--- config.mk ---
export PLATFORM = sky130hd
export DESIGN_NAME = regfile_write_arbiter
export DESIGN_NICKNAME = d
export VERILOG_FILES = /design/src/rtl/regfile_arb_pkg.sv /design/src/rtl/rf_arb_starve_timer.sv /design/src/rtl/regfile_write_arbiter.sv
export SDC_FILE = /design/constraint.sdc
export NUM_CORES = 1
export LEC_CHECK = 0
export BUFFER_PORTS_ARGS = -buffer_cell sky130_fd_sc_hd__buf_4
export CORE_ASPECT_RATIO = 2
export CORE_UTILIZATION = 45
export CTS_CLUSTER_DIAMETER = 150
export DETAILED_ROUTE_END_ITERATION = 8
export PLACE_DENSITY = 0.92
export SKIP_CTS_REPAIR_TIMING = 1
export SLEW_MARGIN = 15
export SYNTH_ARGS = -nofsm -noshare
export SYNTH_HDL_FRONTEND = slang
export SYNTH_HIERARCHICAL = 1
export SYNTH_SLANG_ARGS = --single-unit
--- constraint.sdc ---
create_clock -name clk -period 3.5 [get_ports clk]
set_clock_uncertainty 0.15 [all_clocks]
set_input_delay 0.175 -clock clk [delete_from_list [all_inputs] [get_ports clk]]
set_output_delay 0.175 -clock clk [all_outputs]
set_load 0.02 [all_outputs]
--- src/rtl/regfile_arb_pkg.sv ---
// rtl/regfile_arb_pkg.sv - shared types and constants for the register file write arbiter
package regfile_arb_pkg;

    localparam int DEF_ADDR_W = 5;
    localparam int DEF_DATA_W = 32;

    localparam logic [4:0] REG_ZERO = 5'd0;

    typedef enum logic [1:0] {
        IDLE  = 2'd0,
        WAIT  = 2'd1,
        FORCE = 2'd2
    } arb_state_e;

endpackage

--- src/rtl/rf_arb_starve_timer.sv ---
// rtl/rf_arb_starve_timer.sv - counts consecutive blocked MD cycles and flags the forced-grant point
module rf_arb_starve_timer #(
    parameter int MAX_WAIT = 4
) (
    input  logic clk,
    input  logic reset,
    input  logic clear,
    input  logic count_en,
    output logic expired
);

    localparam int CNT_W = $clog2(MAX_WAIT + 1);
    localparam logic [CNT_W-1:0] CNT_MAX = CNT_W'(MAX_WAIT);
    localparam logic [CNT_W-1:0] CNT_LIMIT = CNT_W'(MAX_WAIT - 1);

    logic [CNT_W-1:0] wait_cnt_q;
    logic [CNT_W-1:0] wait_cnt_d;

    // Next count: clear wins, otherwise count up and saturate instead of wrapping
    always_comb begin
        wait_cnt_d = wait_cnt_q;
        if (clear) begin
            wait_cnt_d = '0;
        end else if (count_en && (wait_cnt_q != CNT_MAX)) begin
            wait_cnt_d = wait_cnt_q + 1'b1;
        end
    end

    // Counter register with synchronous reset
    always_ff @(posedge clk) begin
        if (reset) begin
            wait_cnt_q <= '0;
        end else begin
            wait_cnt_q <= wait_cnt_d;
        end
    end

    // At zero in IDLE this already fires when MAX_WAIT is 1, so IDLE can go straight to FORCE
    assign expired = (wait_cnt_q == CNT_LIMIT);

endmodule

--- src/rtl/regfile_write_arbiter.sv ---
// rtl/regfile_write_arbiter.sv - shares the register file write port between WB (priority) and the mul/div unit
module regfile_write_arbiter
    import regfile_arb_pkg::*;
#(
    parameter int MAX_WAIT = 4,
    parameter int DATA_W   = DEF_DATA_W,
    parameter int ADDR_W   = DEF_ADDR_W
) (
    input  logic              clk,
    input  logic              reset,
    input  logic              wb_valid,
    input  logic [ADDR_W-1:0] wb_reg,
    input  logic [DATA_W-1:0] wb_data,
    input  logic              md_valid,
    input  logic [ADDR_W-1:0] md_reg,
    input  logic [DATA_W-1:0] md_data,
    output logic              md_ready,
    output logic              stall_pipe,
    output logic              rf_we,
    output logic [ADDR_W-1:0] rf_waddr,
    output logic [DATA_W-1:0] rf_wdata
);

    localparam logic [ADDR_W-1:0] ZERO_ADDR = ADDR_W'(REG_ZERO);

    arb_state_e state_q;
    arb_state_e state_d;

    logic              rf_we_q;
    logic              rf_we_d;
    logic [ADDR_W-1:0] rf_waddr_q;
    logic [ADDR_W-1:0] rf_waddr_d;
    logic [DATA_W-1:0] rf_wdata_q;
    logic [DATA_W-1:0] rf_wdata_d;

    logic wb_use;
    logic md_accept;
    logic blocked;
    logic expired;

    // Port ownership for this cycle; in FORCE the stalled WB instruction is ignored and re-presents later
    always_comb begin
        wb_use     = 1'b0;
        md_ready   = 1'b0;
        md_accept  = 1'b0;
        blocked    = 1'b0;
        stall_pipe = 1'b0;
        wb_use     = wb_valid && (wb_reg != ZERO_ADDR) && (state_q != FORCE);
        md_ready   = !reset && ((state_q == FORCE) || !wb_use);
        md_accept  = md_valid && md_ready;
        blocked    = md_valid && !md_ready;
        stall_pipe = (state_q == FORCE);
    end

    rf_arb_starve_timer #(
        .MAX_WAIT (MAX_WAIT)
    ) u_starve_timer (
        .clk      (clk),
        .reset    (reset),
        .clear    (!blocked),
        .count_en (blocked),
        .expired  (expired)
    );

    // Starvation FSM: every blocked cycle counts, expiry forces a one-cycle MD grant
    always_comb begin
        state_d = state_q;
        case (state_q)
            IDLE: begin
                if (blocked) begin
                    state_d = expired ? FORCE : WAIT;
                end
            end
            WAIT: begin
                if (!blocked) begin
                    state_d = IDLE;
                end else if (expired) begin
                    state_d = FORCE;
                end
            end
            FORCE: begin
                state_d = IDLE;
            end
            default: begin
                state_d = IDLE;
            end
        endcase
    end

    // Grant mux: WB first, then an accepted MD result; writes to $0 never reach the port
    always_comb begin
        rf_we_d    = 1'b0;
        rf_waddr_d = rf_waddr_q;
        rf_wdata_d = rf_wdata_q;
        if (wb_use) begin
            rf_we_d    = 1'b1;
            rf_waddr_d = wb_reg;
            rf_wdata_d = wb_data;
        end else if (md_accept && (md_reg != ZERO_ADDR)) begin
            rf_we_d    = 1'b1;
            rf_waddr_d = md_reg;
            rf_wdata_d = md_data;
        end
    end

    // State and write-port registers; the register file samples these on the following negedge
    always_ff @(posedge clk) begin
        if (reset) begin
            state_q    <= IDLE;
            rf_we_q    <= 1'b0;
            rf_waddr_q <= '0;
            rf_wdata_q <= '0;
        end else begin
            state_q    <= state_d;
            rf_we_q    <= rf_we_d;
            rf_waddr_q <= rf_waddr_d;
            rf_wdata_q <= rf_wdata_d;
        end
    end

    assign rf_we    = rf_we_q;
    assign rf_waddr = rf_waddr_q;
    assign rf_wdata = rf_wdata_q;

endmodule

---- Yosys cells after proc, flatten, opt, wreduce, memory -nomap -nowiden ----
Cells that the tools add are included.
storage, ports and cells
  flip-flop bits (word level) ............. 43
  latch bits .............................. 0
  bits in writable memories ............... 0
  bits in read-only memories .............. 0
  input bits .............................. 78
  output and inout port bits .............. 40
  word-level logic and storage cells ...... 42
  memories ................................ 0
cells by class
  add/subtract/negate cells ............... 1
  multiply operators ...................... 0
  div/mod/pow operators ................... 0
  magnitude comparators ................... 0
  eq/ne operators ......................... 7
  shift-type cells ........................ 0
  muxes and demuxes ....................... 11
  bitwise gates (word level) .............. 1
  reduce and logical (&&, ||, !) cells .... 17
operators with widths
  kind                                                             number
  32-bit two-way mux                                               2
  5-bit two-way mux                                                2
  5-bit nonzero test                                               2
  2-bit two-way mux                                                4
  1-bit logical AND                                                7
  3-bit != test, second input constant                             2
  2-bit case mux with 2 select lines                               1
  3-bit by 1-bit adder with 3-bit output, second input constant    1
  3-bit by 2-bit == test with 1-bit output, second input constant  1
  1-bit logical NOT                                                3
  2-bit by 1-bit == test with 1-bit output, second input constant  1
  2-bit == test, second input constant                             1
  2-bit logical NOT                                                1
  1-bit two-way mux                                                2
  2-bit by 1-bit != test with 1-bit output, second input constant  1
  2-bit != test, second input constant                             1
  2-bit AND reduction                                              1
  2-bit nonzero test                                               1
  2-bit OR reduction                                               1
  1-bit logical OR                                                 1
  1-bit inverter                                                   1

---- Logic depth before layout (Yosys ltp) ----
Gate-level depths: netlist (run 1).
  depth after elaboration ................. 10
  gate-level depth with buffers ........... 9
  mapped depth without buffers ............ 7

---- Cells and area by module ----
Netlist (run 1), hierarchy kept.
by module, submodules not included
  module                 times used  cells each  area an instance (µm²)
  regfile_write_arbiter  1           231         1924.3
  rf_arb_starve_timer    1           18          180.2

---- Worst setup path after synthesis (run 1) ----
Ideal clock, no wire load.
  path type ............................... input -> register
  start ................................... input wb_reg[0]
  end ..................................... register u_starve_timer.wait_cnt_q[1]
  setup time .............................. 0.123 ns
  arrival time ............................ 1.785 ns
  required time ........................... 3.227 ns
  slack ................................... 1.442 ns
  stages .................................. 9
  cells stage by stage .................... or4_4 o211a_1 buf_4 buf_6 o21ai_2 inv_1 a21boi_4 mux2i_1 nor3_1
on the way
  cells in the longest elaborated chain, start to end .. 10
  elaborated cells on any way between the ends .. 11
  classes of those cells .................. 1 x bitwise; 10 x reduce/logical
RTL lines
  what                               RTL line                     RTL
  from (decl)                        regfile_write_arbiter.sv:12  input logic [ADDR_W-1:0] wb_reg,
  5-bit nonzero test *               regfile_write_arbiter.sv:48  wb_use = wb_valid && (wb_reg != ZERO_ADDR) && (state_q != FORCE);
  1-bit logical AND * (2 in series)  regfile_write_arbiter.sv:48
  1-bit logical NOT *                regfile_write_arbiter.sv:49  md_ready = !reset && ((state_q == FORCE) || !wb_use);
  1-bit logical OR *                 regfile_write_arbiter.sv:49
  1-bit logical AND *                regfile_write_arbiter.sv:49
  1-bit logical NOT *                regfile_write_arbiter.sv:51  blocked = md_valid && !md_ready;
  1-bit logical AND *                regfile_write_arbiter.sv:51
  named net blocked                  regfile_write_arbiter.sv:38  logic blocked;
  1-bit inverter (no line)           -
  2-bit OR reduction (no line)       -
  to (signal assigned)               rf_arb_starve_timer.sv:34    wait_cnt_q <= wait_cnt_d;
  to (decl)                          rf_arb_starve_timer.sv:16    logic [CNT_W-1:0] wait_cnt_q;
Mark *: on every way through the listed nets, which the timed path passes. The rest lies on a longest branch.
A chain may end at the register's enable or synchronous reset.

---- Worst setup path in the final report (run 1) ----
  start ................................... register state_q[0]
  end ..................................... output md_ready
on the way
  cells in the longest elaborated chain, start to end .. 5
  elaborated cells on any way between the ends .. 6
  classes of those cells .................. 2 x eq/ne; 4 x reduce/logical
RTL lines
  what                    RTL line                      RTL
  from (decl)             regfile_write_arbiter.sv:26   arb_state_e state_q;
  from (signal assigned)  regfile_write_arbiter.sv:114  state_q <= state_d;
  2-bit != test           regfile_write_arbiter.sv:48
  1-bit logical AND       regfile_write_arbiter.sv:48
  1-bit logical NOT       regfile_write_arbiter.sv:49
  1-bit logical OR *      regfile_write_arbiter.sv:49
  1-bit logical AND *     regfile_write_arbiter.sv:49
  to (decl)               regfile_write_arbiter.sv:17   output logic md_ready,
Every way passes the cells marked *; elsewhere a longest branch is shown, timed or not.

==> results.md, run 1 <==
- drt total wl: 6.33 mm
- post-synthesis cell type count: 36
- maximum cell stage delay along the critical path: 0.54 ns
- achievable clock frequency: 429 MHz
- cells along the critical path: nand2b_1 > o211a_1 > buf_4 > nor2_1 > buf_4
- pin count of the biggest net entering global routing: 46
- via density per instance: 5.37
- clock root buffer: sky130_fd_sc_hd__clkbuf_8
- most common cell type on the critical path: sky130_fd_sc_hd__buf_4
- HPWL after detailed placement: 4.52 mm
- number of sinks driven by the clock tree: 43
- cts bufs inserted: 5
- number of cells on the worst hold path: 3
- Die Width: 50.4 µm
- Slew Limit Headroom: 0.313
- effective utilization at floorplan: 0.476
- Post-DRT Antenna Nets: 0
- Warnings, synthesis: 6
- Die Y-Extent: 98.7 µm
- Fin. Hold Viols: 10
- Placement Setup Slack: 1.20 ns
- Total Nets Final: 449
- Area growth syn-to-layout: 50.7%
- setup TNS after final layout: 0 ns
- capture instance of the worst register-to-register path: u_starve_timer/wait_cnt_q[1]
- first-pass GRT wire length: 9.67 mm
- post-CTS clock slew at the launch and capture registers of the worst setup and hold paths: 0.08 ns
- setup repair after global routing missed its margin: false
- Static Leak: 1.41 nW
- Clock Path Buffers: 2
- synthesized flop and latch total: 43
- core area: 0.00442 mm²
- dominant delay contributor by cell family on the critical path: buffers and inverters
- H-tree lvl count: 2
- run status: finished with violations
- total of fill cells in the finished design: 360
- antenna violations before repair: 0
- startpoint-to-endpoint class of the critical path: reg2out
- Min-Delay Path Class: in2reg
- failing checks: negative hold slack
- overall track demand over capacity in global routing: 0.252
- worst-margin pin slew: 1.03 ns
- overall die area: 0.00497 mm²
- Required @ worst endpoint: 3.17 ns
- path depth of the worst reg2reg path: 7
- Buf/Inv on CP: 2
- startpoint of the tightest hold check path: md_data[8]
- number of antenna repair diodes: 0
- Skew-Pair Late Insertion Delay: 0.28 ns
- Port Buf Inserts: 117
- maximum fanout encountered on the critical timing path: 24
- DRC violations left: 0
- post-route fraction of the period consumed by the critical path: 0.666
- CTS tree: done
- detailed-route via count: 2,270
- final hold slack: -0.0197 ns
- endpoint arrival time on the critical path: 2.01 ns
- number of global-route vias before repair: 2,147
- ratio of cells with drive above 1 in the final layout: 0.398
- number of flops mapped to enable cells by yosys: 0
- first-pass detailed-route iteration total: 4
- number of endpoints failing setup at the final stage: 0
- sequential share of the synthesized area: 0.409
- count of mapped cells out of synthesis: 249
- Iter 0 DRT Violations: 63
- leading register cell type out of synthesis: sky130_fd_sc_hd__dfxtp_1
- number of pins exceeding their max-slew limit in the final report: 0
- I/O pins: 118
- # Max-Cap Violations: 0
- time the final worst path needs with I/O delays and setup: 2.33 ns
- Max VDD drop: 0.000363 V
- final worst-path setup slack: 1.17 ns
- share of flip-flops with an asynchronous set or reset: 0
- total overflow reported by the global router: 0
- mean instance size in the synthesized netlist: 8.45 µm²
- flop-to-flop setup slack: 1.43 ns
- startpoint type of the worst setup path: register
- syn nets: 330
- FF-to-FF Start: state_q[0]
- synthesized area: 0.00210 mm²
- total number of placement rows: 34
- hold worst-path end: rf_wdata[8]
- Critical Path Sink Type: output port
- DR WL/cell: 15.0 µm
- weighted congestion reported at the end of routability-driven placement: 0.865
- Critical-path top delay cell: sky130_fd_sc_hd__o211a_1
- power density of the placed cells: 374 mW/mm²
[worst register-to-register path, cell delays in order (launching register included)]
cell                       delay [ns]
sky130_fd_sc_hd__dfxtp_1         0.31
sky130_fd_sc_hd__nand2b_1        0.24
sky130_fd_sc_hd__o211a_1         0.54
sky130_fd_sc_hd__o21ai_2         0.15
sky130_fd_sc_hd__inv_1           0.12
sky130_fd_sc_hd__a21boi_4        0.21
sky130_fd_sc_hd__mux2i_1         0.19
sky130_fd_sc_hd__nor3_1          0.05
[Yosys cell counts (2+ instances only)]
library cell / n / area, µm²
sky130_fd_sc_hd__a21oi_1: 36 / 180
sky130_fd_sc_hd__dfxtp_1: 43 / 861
sky130_fd_sc_hd__nor2b_1: 4 / 25.0
sky130_fd_sc_hd__a211o_1: 2 / 17.5
sky130_fd_sc_hd__nor3_2: 3 / 30.0
sky130_fd_sc_hd__nand2_1: 32 / 120
sky130_fd_sc_hd__ha_1: 3 / 37.5
sky130_fd_sc_hd__o21ai_0: 2 / 10.0
sky130_fd_sc_hd__nand2b_1: 2 / 12.5
sky130_fd_sc_hd__buf_6: 5 / 56.3
sky130_fd_sc_hd__nor3_1: 6 / 30.0
sky130_fd_sc_hd__nand3_1: 2 / 10.0
sky130_fd_sc_hd__a211oi_1: 22 / 165
sky130_fd_sc_hd__clkbuf_1: 8 / 30.0
sky130_fd_sc_hd__a211oi_2: 10 / 125
sky130_fd_sc_hd__nor2_1: 37 / 139
sky130_fd_sc_hd__buf_4: 3 / 22.5
sky130_fd_sc_hd__buf_2: 4 / 20.0
sky130_fd_sc_hd__inv_1: 5 / 18.8
sky130_fd_sc_hd__a22oi_1: 4 / 30.0
[cell type report]
type,instances,area (µm²),area share
multi-input cells,181,1100,0.348
inverters,5,18.8,0.00592
flip-flops and latches,43,861,0.271
well taps,54,67.6,0.0213
clock buffers,6,82.6,0.0260
repair buffers,132,1020,0.322
clock inverters,2,16.3,0.00513
[how the worst max path moves through the flow]
stage	cells after the start	startpoint	end	slack (ns)
global route	5	state_q[0]	md_ready	1.07
floorplan	9	wb_reg[0]	u_starve_timer/wait_cnt_q[1]	1.44
finish	5	state_q[0]	md_ready	1.17
global placement	8	wb_reg[0]	u_starve_timer/wait_cnt_q[0]	1.28
CTS	5	state_q[0]	md_ready	1.16
detailed placement	8	wb_reg[0]	u_starve_timer/wait_cnt_q[0]	1.20
[per-layer routing]
metal / GRT usage / wire [µm] / vias to the layer above
met3: 0.0324 / 267 / 18
li1: - / - / 1115
met1: 0.258 / 2120 / 1051
met5: 0 / 0 / -
met4: 0.124 / 244 / 0
met2: 0.476 / 3690 / 86
[metrics by stage]
stage               hold WS (ns)  total power (W)  instance area [µm²]  utilization  cells
floorplan                  0.102         0.000712                 2100            -    249
global placement           0.284         0.000849                 2950        0.667    403
detailed placement         0.290         0.000856                 2950        0.667    403
CTS                      -0.0327          0.00119                 3050        0.690    411
global route            -0.00102          0.00124                 3170        0.717    423
finish                   -0.0197          0.00119                 3170        0.717    423
[layout by cell type, fill, tap and decap left out, types with 2 or more instances in the layout]
| cell type | netlist | layout |
|---|---|---|
| sky130_fd_sc_hd__nor2_1 | 37 | 37 |
| sky130_fd_sc_hd__a21oi_1 | 36 | 36 |
| sky130_fd_sc_hd__a22oi_1 | 4 | 4 |
| sky130_fd_sc_hd__clkbuf_8 | 0 | 6 |
| sky130_fd_sc_hd__nor2b_1 | 4 | 4 |
| sky130_fd_sc_hd__ha_1 | 3 | 3 |
| sky130_fd_sc_hd__a211oi_1 | 22 | 22 |
| sky130_fd_sc_hd__nand2_1 | 32 | 32 |
| sky130_fd_sc_hd__buf_4 | 3 | 120 |
| sky130_fd_sc_hd__dfxtp_1 | 43 | 43 |
| sky130_fd_sc_hd__inv_1 | 5 | 5 |
| sky130_fd_sc_hd__a211o_1 | 2 | 2 |
| sky130_fd_sc_hd__o21ai_0 | 2 | 2 |
| sky130_fd_sc_hd__nand2b_1 | 2 | 2 |
| sky130_fd_sc_hd__a211oi_2 | 10 | 10 |
| sky130_fd_sc_hd__nand3_1 | 2 | 2 |
| sky130_fd_sc_hd__nor3_2 | 3 | 3 |
| sky130_fd_sc_hd__dlygate4sd3_1 | 0 | 12 |
| sky130_fd_sc_hd__nor3_1 | 6 | 6 |
[kinds of logic (layout without fill, tap and decap cells)]
logic type      after synthesis  in the layout  share of synthesized area
simple gates                 92             92                      0.197
compound gates               84             84                      0.297
flops                        43             43                      0.409
buf+inv                      25            145                     0.0702
fa+ha+maj                     3              3                     0.0178
xor+xnor                      1              1                    0.00416
mux                           1              1                    0.00476
[flip-flops by register name, summed over array words and instances (netlist names)]
signal / flops
rf_we: 1
u_starve_timer/wait_cnt_q: 3
rf_wdata: 32
state_q: 2
rf_waddr: 5
[report_power, final]
part | internal (W) | switching, W
Clock | 0.000161 | 0.000169
Combinational | 0.000154 | 0.000159
Sequential | 0.000525 | 0.0000194
Total | 0.000840 | 0.000347
Power figures use the tool's default switching activity.
==> inputs of run 2 (changes only) <==
CORE_UTILIZATION = 40   (was 45)
PLACE_DENSITY = 0.87   (was 0.92)
clock period = 2.14 ns   (was 3.5 ns; I/O delays follow)
==> run 2 against run 1 <==
  * The flow still finishes with violations (negative hold slack)
  * Hold slack better by 0.0019 ns
  * Wire length up 28%
  * Cell count up 13%
  * Clock-buffer cell count up 1
  * Sequential share of layout area down 4.0 points
  * Register-to-register slack worse by 1.2 ns
  * Power up 76%
  * Non-clock buffer count up 53
  * Via count up 14%
  * First-iteration DRC count up 48%
  * Die area up 12%
  * Global-route usage down 0.37 points
  * Largest cell class is now non-clock buffers
  * Highest routed layer is now met5
==> results.md, run 2 (synthesis results as in run 1) <==
- final hold slack: -0.0178 ns, was -0.0197 ns
- Port Buf Inserts: 117, unchanged
- DR WL/cell: 16.8 µm, was 15.0 µm
- CTS tree: done, unchanged
- startpoint-to-endpoint class of the critical path: in2reg, was reg2out
- number of global-route vias before repair: 2,216, was 2,147
- Post-DRT Antenna Nets: 0, unchanged
- Total Nets Final: 502, was 449
- Critical-path top delay cell: sky130_fd_sc_hd__dlygate4sd3_1, was sky130_fd_sc_hd__o211a_1
- worst-margin pin slew: 0.521 ns, was 1.03 ns
- failing checks: negative hold slack, unchanged
- max FFs per register: 32, unchanged
- achievable clock frequency: 501 MHz
- total overflow reported by the global router: 0, unchanged
- overall track demand over capacity in global routing: 0.248, was 0.252
- most common cell type on the critical path: sky130_fd_sc_hd__buf_4, unchanged
- dominant delay contributor by cell family on the critical path: buffers and inverters, unchanged
- post-route fraction of the period consumed by the critical path: 0.932
- via density per instance: 5.39, was 5.37
- drt total wl: 8.07 mm, was 6.33 mm
- effective utilization at floorplan: 0.413, was 0.476
- I/O pins: 118, unchanged
- maximum cell stage delay along the critical path: 0.53 ns, was 0.54 ns
- cells along the critical path: dlygate4sd3_1 > buf_4 > nor2b_1 > o31a_1 > buf_4 > nand2_1 > a211oi_2, was nand2b_1 > o211a_1 > buf_4 > nor2_1 > buf_4
- final worst-path setup slack: 0.146 ns, was 1.17 ns
- number of antenna repair diodes: 0, unchanged
- Static Leak: 1.64 nW, was 1.41 nW
- weighted congestion reported at the end of routability-driven placement: 0.885, was 0.865
- final core utilization: 0.730, was 0.717
- Die Y-Extent: 105 µm, was 98.7 µm
- H-tree lvl count: 2, unchanged
- number of pins exceeding their max-slew limit in the final report: 0, unchanged
- PnR Total Power: 0.00209 W, was 0.00119 W
- run status: finished with violations, unchanged
- highest-count cells in the layout ignoring fill and taps: 122 x sky130_fd_sc_hd__buf_4, 62 x sky130_fd_sc_hd__dlygate4sd3_1, 43 x sky130_fd_sc_hd__dfxtp_1, 37 x sky130_fd_sc_hd__nor2_1, 36 x sky130_fd_sc_hd__a21oi_1, was 120 x sky130_fd_sc_hd__buf_4, 43 x sky130_fd_sc_hd__dfxtp_1, 37 x sky130_fd_sc_hd__nor2_1, 36 x sky130_fd_sc_hd__a21oi_1, 32 x sky130_fd_sc_hd__nand2_1
- total of fill cells in the finished design: 362, was 360
- endpoint arrival time on the critical path: 2.05 ns, was 2.01 ns
- first-pass GRT wire length: 10.2 mm, was 9.67 mm
- flip-flop and latch area: 861 µm², unchanged
- most common cell after layout, fill and taps aside: sky130_fd_sc_hd__buf_4, unchanged
- # Max-Cap Violations: 0, unchanged
- flop-to-flop setup slack: 0.27 ns, was 1.43 ns
- Min-Delay Path Class: in2reg, unchanged
- detailed-route via count: 2,587, was 2,270
- Die Width: 53.3 µm, was 50.4 µm
- number of sinks driven by the clock tree: 43, unchanged
- Area growth syn-to-layout: 76.6%, was 50.7%
- HPWL after detailed placement: 4.70 mm, was 4.52 mm
- Required @ worst endpoint: 2.19 ns, was 3.17 ns
- Iter 0 DRT Violations: 93, was 63
- Clock Path Buffers: 2, unchanged
- first-pass detailed-route iteration total: 4, unchanged
- antenna violations before repair: 1, was 0
- Buf/Inv on CP: 3, was 2
- power density of the placed cells: 561 mW/mm², was 374 mW/mm²
- Fin. Hold Viols: 3, was 10
- proportion of total power due to net switching: 0.296, was 0.292
- Placement Setup Slack: 0.158 ns, was 1.20 ns
- core area: 0.00509 mm², was 0.00442 mm²
- cts bufs inserted: 5, unchanged
- Slew Limit Headroom: 0.653, was 0.313
- portion of total power attributed to combinational logic: 0.293, was 0.264
- pin count of the biggest net entering global routing: 44, was 46
- Skew-Pair Late Insertion Delay: 0.30 ns, was 0.28 ns
- total number of placement rows: 37, was 34
- time the final worst path needs with I/O delays and setup: 1.99 ns
- overall die area: 0.00557 mm², was 0.00497 mm²
- number of endpoints failing setup at the final stage: 0, unchanged
- maximum fanout encountered on the critical timing path: 35, was 24
- Critical Path Sink Type: register, was output port
- post-CTS clock slew at the launch and capture registers of the worst setup and hold paths: 0.08 ns, about the same
- DRC violations left: 0, unchanged
- ratio of cells with drive above 1 in the final layout: 0.355, was 0.398
- sequential cell fraction of total power: 0.427, was 0.459
- Switch Pwr: 0.000617 W, was 0.000347 W
- startpoint type of the worst setup path: primary input, was register
- clock root buffer: sky130_fd_sc_hd__clkbuf_8, unchanged
- clock share of power: 0.280, was 0.278
- design internal power: 0.00147 W, was 0.000840 W
- Max VDD drop: 0.000595 V, was 0.000363 V
- area of combinational cells with multiple inputs: 0.00110 mm², unchanged
-- run 2: through the flow --
stage | setup TNS (ns) | cell area, µm² | cells
2_1_floorplan | 0 | 2100 | 249
3_3_place_gp | 0 | 2990 | 410
3_5_place_dp | 0 | 2990 | 410
4_1_cts | 0 | 3100 | 418
5_1_grt | -0.0152 | 3720 | 480
6_report | 0 | 3720 | 480
-- run 2: area by class of cell --
| cell class | count | area share |
|---|---|---|
| Clock buffer | 7 | 0.0259 |
| Clock inverter | 1 | 0.00202 |
| Inverter | 5 | 0.00505 |
| Multi-Input combinational cell | 181 | 0.297 |
| Sequential cell | 43 | 0.232 |
| Tap cell | 58 | 0.0195 |
| Timing Repair Buffer | 185 | 0.419 |
-- run 2: path summary, 6_finish.rpt --
| check | startpoint | endpoint | cells after the start |
|---|---|---|---|
| setup / recovery | md_valid | rf_wdata[28] | 7 |
| hold / removal | wb_data[30] | rf_wdata[30] | 3 |
| setup reg to reg | state_q[1] | rf_wdata[28] | 5 |
| hold reg to reg | rf_waddr[3] | rf_waddr[3] | 2 |
-- run 2: power groups by stage --
stage / sequential (W) / combinational, W / clock [W]
final: 0.000890 / 0.000611 / 0.000584
after global routing: 0.000896 / 0.000649 / 0.000640
after CTS: 0.000889 / 0.000505 / 0.000603
after detailed placement: 0.000907 / 0.000503 / 0
after global placement: 0.000905 / 0.000492 / 0
after floorplan: 0.000973 / 0.000190 / 0
-- run 2: layer usage --
| layer | part of all wire | track usage |
|---|---|---|
| met1 | 0.34 | 0.249 |
| met2 | 0.55 | 0.461 |
| met3 | 0.059 | 0.0349 |
| met4 | 0.048 | 0.117 |
| met5 | 0.00099 | 0 |
-- run 2: tightest hold or removal path: stages --
cell                       delay (ns)
sky130_fd_sc_hd__buf_4           0.11
sky130_fd_sc_hd__nor2_1          0.12
sky130_fd_sc_hd__a211oi_2        0.05
==> inputs of run 3 (changes only) <==
CORE_MARGIN = 2   (was default)
==> run 3 against run 2 <==
  * The run still ends with negative hold slack left
  * Combinational power down 0.8%
  * First-iteration DRC count up 43%
  * Non-clock buffer count increased by 1
  * Cell count rose by 0.21%
  * Utilization fell by 0.25 points
  * Die area increased by 5.7%
  * Sequential power about the same
  * Flip-flop and latch count unchanged
  * Hold slack worse by 0.035 ns
  * Clock power down 14%
  * Power fell by 4.1%
  * Largest cell class unchanged
==> results.md, run 3 (synthesis results as in run 1) <==
- H-tree lvl count: 2, unchanged
- Critical Path Sink Type: output port, was register
- design internal power: 0.00141 W, was 0.00147 W
- DR WL/cell: 16.3 µm, was 16.8 µm
- number of endpoints failing setup at the final stage: 0, unchanged
- Min-Delay Path Class: in2reg, unchanged
- power density of the placed cells: 540 mW/mm², was 561 mW/mm²
- Skew-Pair Late Insertion Delay: 0.30 ns, about the same
- portion of total power attributed to combinational logic: 0.303, was 0.293
- clock root buffer: sky130_fd_sc_hd__clkbuf_8, unchanged
- Fin. Hold Viols: 4, was 3
- Total Nets Final: 503, was 502
- area of combinational cells with multiple inputs: 0.00110 mm², unchanged
- effective utilization at floorplan: 0.413, unchanged
- number of sinks driven by the clock tree: 43, unchanged
- highest-count cells in the layout ignoring fill and taps: 122 x sky130_fd_sc_hd__buf_4, 63 x sky130_fd_sc_hd__dlygate4sd3_1, 43 x sky130_fd_sc_hd__dfxtp_1, 37 x sky130_fd_sc_hd__nor2_1, 36 x sky130_fd_sc_hd__a21oi_1, was 122 x sky130_fd_sc_hd__buf_4, 62 x sky130_fd_sc_hd__dlygate4sd3_1, 43 x sky130_fd_sc_hd__dfxtp_1, 37 x sky130_fd_sc_hd__nor2_1, 36 x sky130_fd_sc_hd__a21oi_1
- endpoint arrival time on the critical path: 1.73 ns, was 2.05 ns
- total of fill cells in the finished design: 377, was 362
- Die Width: 55.3 µm, was 53.3 µm
- setup TNS after final layout: 0 ns, unchanged
- startpoint-to-endpoint class of the critical path: reg2out, was in2reg
- ratio of cells with drive above 1 in the final layout: 0.350, was 0.355
- post-route fraction of the period consumed by the critical path: 0.930, was 0.932
- flip-flop and latch area: 861 µm², unchanged
- post-CTS clock slew at the launch and capture registers of the worst setup and hold paths: 0.08 ns, about the same
- time the final worst path needs with I/O delays and setup: 1.99 ns, about the same
- Slew Limit Headroom: 0.652, was 0.653
- achievable clock frequency: 502 MHz, was 501 MHz
- proportion of total power due to net switching: 0.297, was 0.296
- cts bufs inserted: 5, unchanged
- final hold slack: -0.0533 ns, was -0.0178 ns
- Die Y-Extent: 107 µm, was 105 µm
- Iter 0 DRT Violations: 133, was 93
- number of global-route vias before repair: 2,232, was 2,216
- total overflow reported by the global router: 0, unchanged
- startpoint type of the worst setup path: register, was primary input
- number of antenna repair diodes: 0, unchanged
- # Max-Cap Violations: 0, unchanged
- Static Leak: 1.63 nW, was 1.64 nW
- DRC violations left: 0, unchanged
- Post-DRT Antenna Nets: 0, unchanged
- worst-margin pin slew: 0.522 ns, was 0.521 ns
- weighted congestion reported at the end of routability-driven placement: 0.858, was 0.885
- Area growth syn-to-layout: 76.0%, was 76.6%
- HPWL after detailed placement: 4.48 mm, was 4.70 mm
- overall die area: 0.00589 mm², was 0.00557 mm²
- CTS tree: done, unchanged
- most common cell after layout, fill and taps aside: sky130_fd_sc_hd__buf_4, unchanged
- Required @ worst endpoint: 1.88 ns, was 2.19 ns
- setup repair after global routing missed its margin: false
- detailed-route via count: 2,592, was 2,587
- Clock Path Buffers: 2, unchanged
- total number of placement rows: 37, unchanged
- Switch Pwr: 0.000594 W, was 0.000617 W
- max FFs per register: 32, unchanged
- Max VDD drop: 0.000453 V, was 0.000595 V
- clock share of power: 0.252, was 0.280
- I/O pins: 118, unchanged
- pin count of the biggest net entering global routing: 44, unchanged
- via density per instance: 5.39, about the same
- failing checks: negative hold slack, unchanged
- run status: finished with violations, unchanged
- Port Buf Inserts: 117, unchanged
- antenna violations before repair: 0, was 1
- overall track demand over capacity in global routing: 0.213, was 0.248
- maximum fanout encountered on the critical timing path: 38, was 35
- drt total wl: 7.84 mm, was 8.07 mm
- sequential cell fraction of total power: 0.445, was 0.427
- first-pass detailed-route iteration total: 5, was 4
- final core utilization: 0.728, was 0.730
- core area: 0.00509 mm², unchanged
- number of pins exceeding their max-slew limit in the final report: 0, unchanged
- first-pass GRT wire length: 10.1 mm, was 10.2 mm
[run 3: cell types whose count changed in the layout (fill, tap and decap cells not counted)]
cell	before	now
sky130_fd_sc_hd__clkinv_2	0	1
sky130_fd_sc_hd__clkbuf_1	0	2
sky130_fd_sc_hd__clkbuf_8	7	5
sky130_fd_sc_hd__dlygate4sd3_1	62	63
sky130_fd_sc_hd__clkinvlp_4	1	0
[run 3: area by class of cell]
class / instances / area share
sequential: 43 / 0.232
inverter: 5 / 0.00507
multi-input combinational: 181 / 0.298
clock buffer: 7 / 0.0206
timing repair buffer: 186 / 0.423
clock inverter: 1 / 0.00135
tap: 58 / 0.0196
[run 3: stage by stage]
stage	setup WS [ns]	hold WS, ns	instances	instance area, µm²	total power, W
after floorplan	0.150	0.0336	249	2100	0.00116
after global placement	0.228	0.214	410	2990	0.00139
after detailed placement	0.152	0.222	410	2990	0.00141
after CTS	0.132	-0.101	418	3070	0.00191
after global routing	0.0385	-0.00283	481	3700	0.00210
final	0.149	-0.0533	481	3700	0.00200
[run 3: metal layers]
metal	global-route usage	vias up	wire length, µm
met5	0	-	0
met4	0.122	0	474
met3	0.0434	38	396
met2	0.393	125	4310
met1	0.216	1208	2660
li1	-	1221	-
[run 3: worst max-delay path, cell delays in order (launching register included)]
cell	delay (ns)
sky130_fd_sc_hd__dfxtp_1	0.31
sky130_fd_sc_hd__nand2b_1	0.23
sky130_fd_sc_hd__o211a_1	0.22
sky130_fd_sc_hd__buf_4	0.39
sky130_fd_sc_hd__nor2_1	0.09
sky130_fd_sc_hd__buf_4	0.18
[run 3: worst paths after layout]
| path | start | to | slack (ns) | cells past startpoint |
|---|---|---|---|---|
| max | state_q[0] | md_ready | 0.15 | 5 |
| min | wb_data[7] | rf_wdata[7] | -0.05 | 3 |
| max reg2reg | state_q[0] | rf_waddr[3] | 0.29 | 5 |
| min reg2reg | state_q[1] | state_q[0] | 0.30 | 1 |
[run 3: power by group through the flow]
| stage | clock network, W | registers, W | logic (W) |
|---|---|---|---|
| after global placement | 0 | 0.000904 | 0.000490 |
| after CTS | 0.000516 | 0.000888 | 0.000500 |
| after floorplan | 0 | 0.000973 | 0.000190 |
| after detailed placement | 0 | 0.000907 | 0.000499 |
| final | 0.000504 | 0.000890 | 0.000606 |
| after global routing | 0.000558 | 0.000898 | 0.000647 |
